**src/rtl/mul_result_stage.sv**
```systemverilog
// mul_result_stage
//   Registered output stage after the bfloat16 multiplier. Each product is
//   taken over a valid/ready handshake into a 2-entry skid buffer. The buffer
//   quiets signalling NaNs and keeps sticky exception flags plus saturating
//   result statistics.
//
//   Handshake: a transfer happens on a rising edge where valid and ready are
//   both high. Once valid is raised it is held, with stable data, until that
//   edge. in_ready is a register, so it never depends combinationally on
//   out_ready.
//
// Ports
//   clk, rst          clock, synchronous active-high reset
//   in_valid/in_ready upstream handshake
//   in_p/in_exc/in_cls    product, {ovf,unf,inv,inx}, {sNaN,qNaN,sub,norm,inf,zero}
//   out_valid/out_ready   downstream handshake
//   out_p/out_exc/out_cls buffered (quieted) entry at the head of the buffer
//   clr_stat          clears sticky flags and counters
//   sticky_exc        OR of accepted in_exc since the last clear
//   cnt_total/nan/inf/sub saturating statistics counters
//   dbgState          buffer FSM state (0 EMPTY, 1 ONE, 2 TWO)
module mul_result_stage #(
  parameter int CNT_W = 16
) (
  input  logic             clk,
  input  logic             rst,
  input  logic             in_valid,
  output logic             in_ready,
  input  logic [15:0]      in_p,
  input  logic [3:0]       in_exc,
  input  logic [5:0]       in_cls,
  output logic             out_valid,
  input  logic             out_ready,
  output logic [15:0]      out_p,
  output logic [3:0]       out_exc,
  output logic [5:0]       out_cls,
  input  logic             clr_stat,
  output logic [3:0]       sticky_exc,
  output logic [CNT_W-1:0] cnt_total,
  output logic [CNT_W-1:0] cnt_nan,
  output logic [CNT_W-1:0] cnt_inf,
  output logic [CNT_W-1:0] cnt_sub,
  output logic [1:0]       dbgState
);

  typedef enum logic [1:0] {
    EMPTY = 2'd0,
    ONE   = 2'd1,
    TWO   = 2'd2
  } stateT;

  typedef struct packed {
    logic [15:0] p;
    logic [3:0]  exc;
    logic [5:0]  cls;
  } entryT;

  stateT state, nextState;
  entryT mainQ, skidQ, newEntry;
  logic  accept, drain;

  logic [CNT_W-1:0] totalNext, nanNext, infNext, subNext;
  logic [3:0]       stickyNext;

  function automatic logic [CNT_W-1:0] satInc(input logic [CNT_W-1:0] v,
                                              input logic inc);
    if (inc && (v != {CNT_W{1'b1}})) return v + 1'b1;
    return v;
  endfunction

  always_comb begin
    accept = in_valid & in_ready;
    drain  = out_valid & out_ready;

    // Quieting: set the mantissa MSB and move the class from sNaN to qNaN.
    newEntry.p   = in_cls[5] ? (in_p | 16'h0040) : in_p;
    newEntry.exc = in_exc;
    newEntry.cls = in_cls[5] ? {2'b01, in_cls[3:0]} : in_cls;

    nextState = state;
    case (state)
      EMPTY:   if (accept) nextState = ONE;
      ONE: begin
        if (accept && !drain)      nextState = TWO;
        else if (!accept && drain) nextState = EMPTY;
      end
      TWO:     if (drain) nextState = ONE;
      default: nextState = EMPTY;
    endcase

    // A clear in the same cycle as an accept is applied first, so the
    // accepted product still counts.
    totalNext  = satInc(clr_stat ? '0 : cnt_total, accept);
    nanNext    = satInc(clr_stat ? '0 : cnt_nan, accept & (in_cls[5] | in_cls[4]));
    infNext    = satInc(clr_stat ? '0 : cnt_inf, accept & in_cls[1]);
    subNext    = satInc(clr_stat ? '0 : cnt_sub, accept & in_cls[3]);
    stickyNext = (clr_stat ? 4'b0 : sticky_exc) | (accept ? in_exc : 4'b0);
  end

  always_ff @(posedge clk) begin
    if (rst) begin
      state      <= EMPTY;
      in_ready   <= 1'b1;
      out_valid  <= 1'b0;
      mainQ      <= '0;
      skidQ      <= '0;
      sticky_exc <= '0;
      cnt_total  <= '0;
      cnt_nan    <= '0;
      cnt_inf    <= '0;
      cnt_sub    <= '0;
    end else begin
      state     <= nextState;
      in_ready  <= (nextState != TWO);
      out_valid <= (nextState != EMPTY);

      case (state)
        EMPTY: if (accept) mainQ <= newEntry;
        ONE: begin
          // Main only takes a new entry once its current one has left.
          if (accept && drain)  mainQ <= newEntry;
          if (accept && !drain) skidQ <= newEntry;
        end
        TWO:   if (drain) mainQ <= skidQ;
        default: ;
      endcase

      sticky_exc <= stickyNext;
      cnt_total  <= totalNext;
      cnt_nan    <= nanNext;
      cnt_inf    <= infNext;
      cnt_sub    <= subNext;
    end
  end

  assign out_p    = mainQ.p;
  assign out_exc  = mainQ.exc;
  assign out_cls  = mainQ.cls;
  assign dbgState = state;

endmodule

```
**config.mk**
```make
export PLATFORM = sky130hd
export DESIGN_NAME = mul_result_stage
export DESIGN_NICKNAME = d
export VERILOG_FILES = /design/src/rtl/mul_result_stage.sv
export SDC_FILE = /design/constraint.sdc
export NUM_CORES = 1
export LEC_CHECK = 0
export BUFFER_PORTS_ARGS = -buffer_cell sky130_fd_sc_hd__buf_4
export CELL_PAD_IN_SITES_DETAIL_PLACEMENT = 1
export CELL_PAD_IN_SITES_GLOBAL_PLACEMENT = 2
export CORE_MARGIN = 1.5
export CORE_UTILIZATION = 32
export DETAILED_ROUTE_END_ITERATION = 10
export GPL_TIMING_DRIVEN = 1
export PLACE_DENSITY = 0.88
export SLEW_MARGIN = 0
export SYNTH_ARGS = -nofsm -noshare
export SYNTH_HDL_FRONTEND = slang
export SYNTH_SLANG_ARGS = --single-unit
```
**constraint.sdc**
```tcl
create_clock -name clk -period 3.25 [get_ports clk]
set_input_delay 0.65 -clock clk [delete_from_list [all_inputs] [get_ports clk]]
set_output_delay 0.65 -clock clk [all_outputs]
set_load 0.03 [all_outputs]
```
==> results.cfg <==
[run_status]
status = complete, but fails checks
violations = design-rule violations

[logic_synthesis]
synth.area.top_cells = dfxtp_1 41%, nor2_1 5.8%, mux2i_1 5.6%
yosysTopAreaCell = dfxtp_1
synth_edf_count = 0
synthDominantCellAreaShare = 0.4121
netlist_area_um2 = 5927
ys.flop_type = dfxtp_1
synth_nets = 719
ys_warn_count = 0
synth.distinct_cells = 67
avgSynthCellArea_um2 = 8.665
syn_inst = 684
ys_seq_area_frac = 0.4121
async_flop_share = 0
synth-seq-cells = 122

[routing]
drt_iter0_drc = 182
first_pass_iters = 7
drt_wl_total_mm = 17.11
post_drt_wl_per_cell_um = 16.43
drc = 12
antenna_left = 0
via_per_inst = 5.199
num_vias = 5412

[sta]
tightest_slew_ps = 1105
period_minus_slack_ps = 2327
clock_skew_ps = 9.412
rsz0062_at_grt = no
drv_slew = 0
setup_ws_ps = 922.9
post-route-period-util = 0.7160
hold_viol_final = 0
fmax_mhz = 429.7
setup_viol_count_final = 0
max_slew_margin = 0.2632
setup_tns_ps = 0

[placement]
dp.cells = 1012
gp_congestion = 0.7886
pre_cts_ws_ps = 561.7
hpwl_mm = 11.63
port_buffers = 127

[grt]
grt_pass1_wl_mm = 28.08
grt_max_degree = 100
antenna_found_initial = 0
first_global_vias = 5273
grt_usage = 0.1802
overflow = 0

[pwr]
p_total_uw = 4033
internal-power_uw = 2949
powerDensity_nw_per_um2 = 526.6
p_sw_uw = 1084
clkPwrFrac = 0.459
combPwrFrac = 0.138
p_seq_frac = 0.403
vdd_drop_max_mv = 0.3703
power.leakage_uw = 0.003152
swShare = 0.2687

[hold_path]
hp-class = flip-flop to flip-flop

[cells_and_area]
fin_cells = 1041
synthToLayoutAreaGrowth_pct = 29.22
num_antenna_cells = 0
nNetsFinal = 837
fill_cells = 2136
drive_gt1_frac = 0.2426

[critical_path]
crit_type = input port to flip-flop
end_kind = flip-flop
critPathLaunchType = input port
worst_path_largest_cell_delay_ps = 300
cp_common_cell = buf_4
path_cells = buf_4, nor2b_1, ha_1, and4b_1, nand4_1, buf_4, o211ai_1, xnor2_1, nor2_1
crit_required_ps = 3510
crit_arrival_ps = 2580
cp_max_fo = 27
crit_slowest_cell = nand4_1

[clock_network]
cts_root_buffer = clkbuf_16
clock_latency_ps = 420
cts_tree = built
clk_pin_slew_ps = 50
post_cts_resized = 0
ctsHoldBuffers = 0
clk_path_buf_depth = 2
post-cts-setup-buffer-count = 0
cts_sinks = 122
htreeDepth = 4
cts-buffers-inserted = 17

[die]
die_area_um2 = 19350
die_h_um = 139.1
die_x_um = 139.1
start_util = 0.3277
rows = 49
io_pins = 129
coreArea_um2 = 18090

[flow_run]
cap_violations = 0
-- cell usage in the layout (no fill, tap or decap), types with 10 or more instances in the layout --
| cell type | count |
|---|---|
| a211oi_1 | 27 |
| a21oi_1 | 41 |
| and3_1 | 10 |
| buf_4 | 137 |
| clkbuf_16 | 17 |
| dfxtp_1 | 122 |
| mux2i_1 | 33 |
| nand2_1 | 87 |
| nand3_1 | 22 |
| nand4_1 | 18 |
| nor2_1 | 92 |
| nor2b_1 | 19 |
| xnor2_1 | 32 |
-- logic make-up (layout without fill, tap and decap cells) --
group	count (synthesis)	after routing	synth area share
adders and majority gates	4	4	0.008445
DFF	122	122	0.4121
xor gates and xnor gates	39	39	0.05763
buffers and inverters	48	176	0.03673
and+or+nand+nor	315	315	0.2801
AOI/OAI and AO/OA	122	122	0.1486
muxes	33	33	0.05573
other	1	1	0.0006327
-- final cells by class --
cell class	count	area, um2	share of cell area
Clock buffer	21	470.5	0.06143
Clock inverter	8	96.34	0.01258
Inverter	9	33.78	0.004411
Multi-Input combinational cell	514	3281	0.4284
Sequential cell	122	2442	0.3189
Tap cell	229	286.5	0.03741
Timing Repair Buffer	138	1049	0.1369
-- flip-flops by register name (all words and copies together), names as in the netlist --
register	count
out_p	16
cnt_total	16
cnt_inf	16
out_valid	1
out_exc	4
in_ready	1
skidQ	25
sticky_exc	4
cnt_sub	16
out_cls	5
cnt_nan	16
dbgState	2
-- per-stage QoR --
| step | hold slack (ps) | instance area [um2] | util |
|---|---|---|---|
| after floorplan | 435.7 | 5927 | - |
| final | 453.3 | 7659 | 0.4235 |
| after global routing | 468.7 | 7659 | 0.4235 |
| after global placement | 441.3 | 7092 | 0.3921 |
| after detailed placement | 447.1 | 7092 | 0.3921 |
| after CTS | 454.9 | 7659 | 0.4235 |
-- power by group through the flow --
stage	registers (uW)	logic, uW	clock network (uW)
floorplan	1760	238	0
global placement	1660	559	0
detailed placement	1660	566	0
CTS	1630	568	1900
global route	1640	612	1960
finish	1620	558	1850
-- critical path: cells and delay by family --
kind / cells / cell delay (ps)
buffers and inverters: 2 / 490
xor gates and xnor gates: 1 / 160
AOI/OAI and AO/OA: 1 / 200
and+or+nand+nor: 4 / 860
adders and majority gates: 1 / 210
-- synthesized netlist by cell type (all sizes together), types with 3 or more instances --
master and instances:
dfxtp 122, nor2 94, nand2 88, a21oi 42
mux2i 33, xnor2 32, a211oi 28, nand3 23
clkbuf 21, nand4 20, nor2b 20, buf 18
o21ai 14, and3 10, nor3 10, and4b 9
inv 9, or3 9, a2111oi 7, o211ai 7
xor2 7, nand3b 6, nor4 6, a22oi 5
and2 5, nand2b 5, and4 4, ha 4
a31oi 3
-- worst paths after layout --
check / endpoint / cells past startpoint / startpoint / slack, ps
max: cnt_inf[4]$_SDFF_PP0_ / 9 / clr_stat / 920
max reg2reg: cnt_inf[4]$_SDFF_PP0_ / 8 / cnt_inf[0]$_SDFF_PP0_ / 970
min reg2reg: skidQ[7]$_SDFFE_PP0P_ / 2 / skidQ[7]$_SDFFE_PP0P_ / 450
min: skidQ[7]$_SDFFE_PP0P_ / 2 / skidQ[7]$_SDFFE_PP0P_ / 450
-- metal layers --
metal,vias to the layer above,global-route usage,part of all wire
li1,2655,-,-
met3,15,0.06526,0.063
met1,2631,0.2273,0.46
met5,-,0,0
met4,0,0.04871,0.010
met2,111,0.2903,0.46
Power figures use the tool's default switching activity.
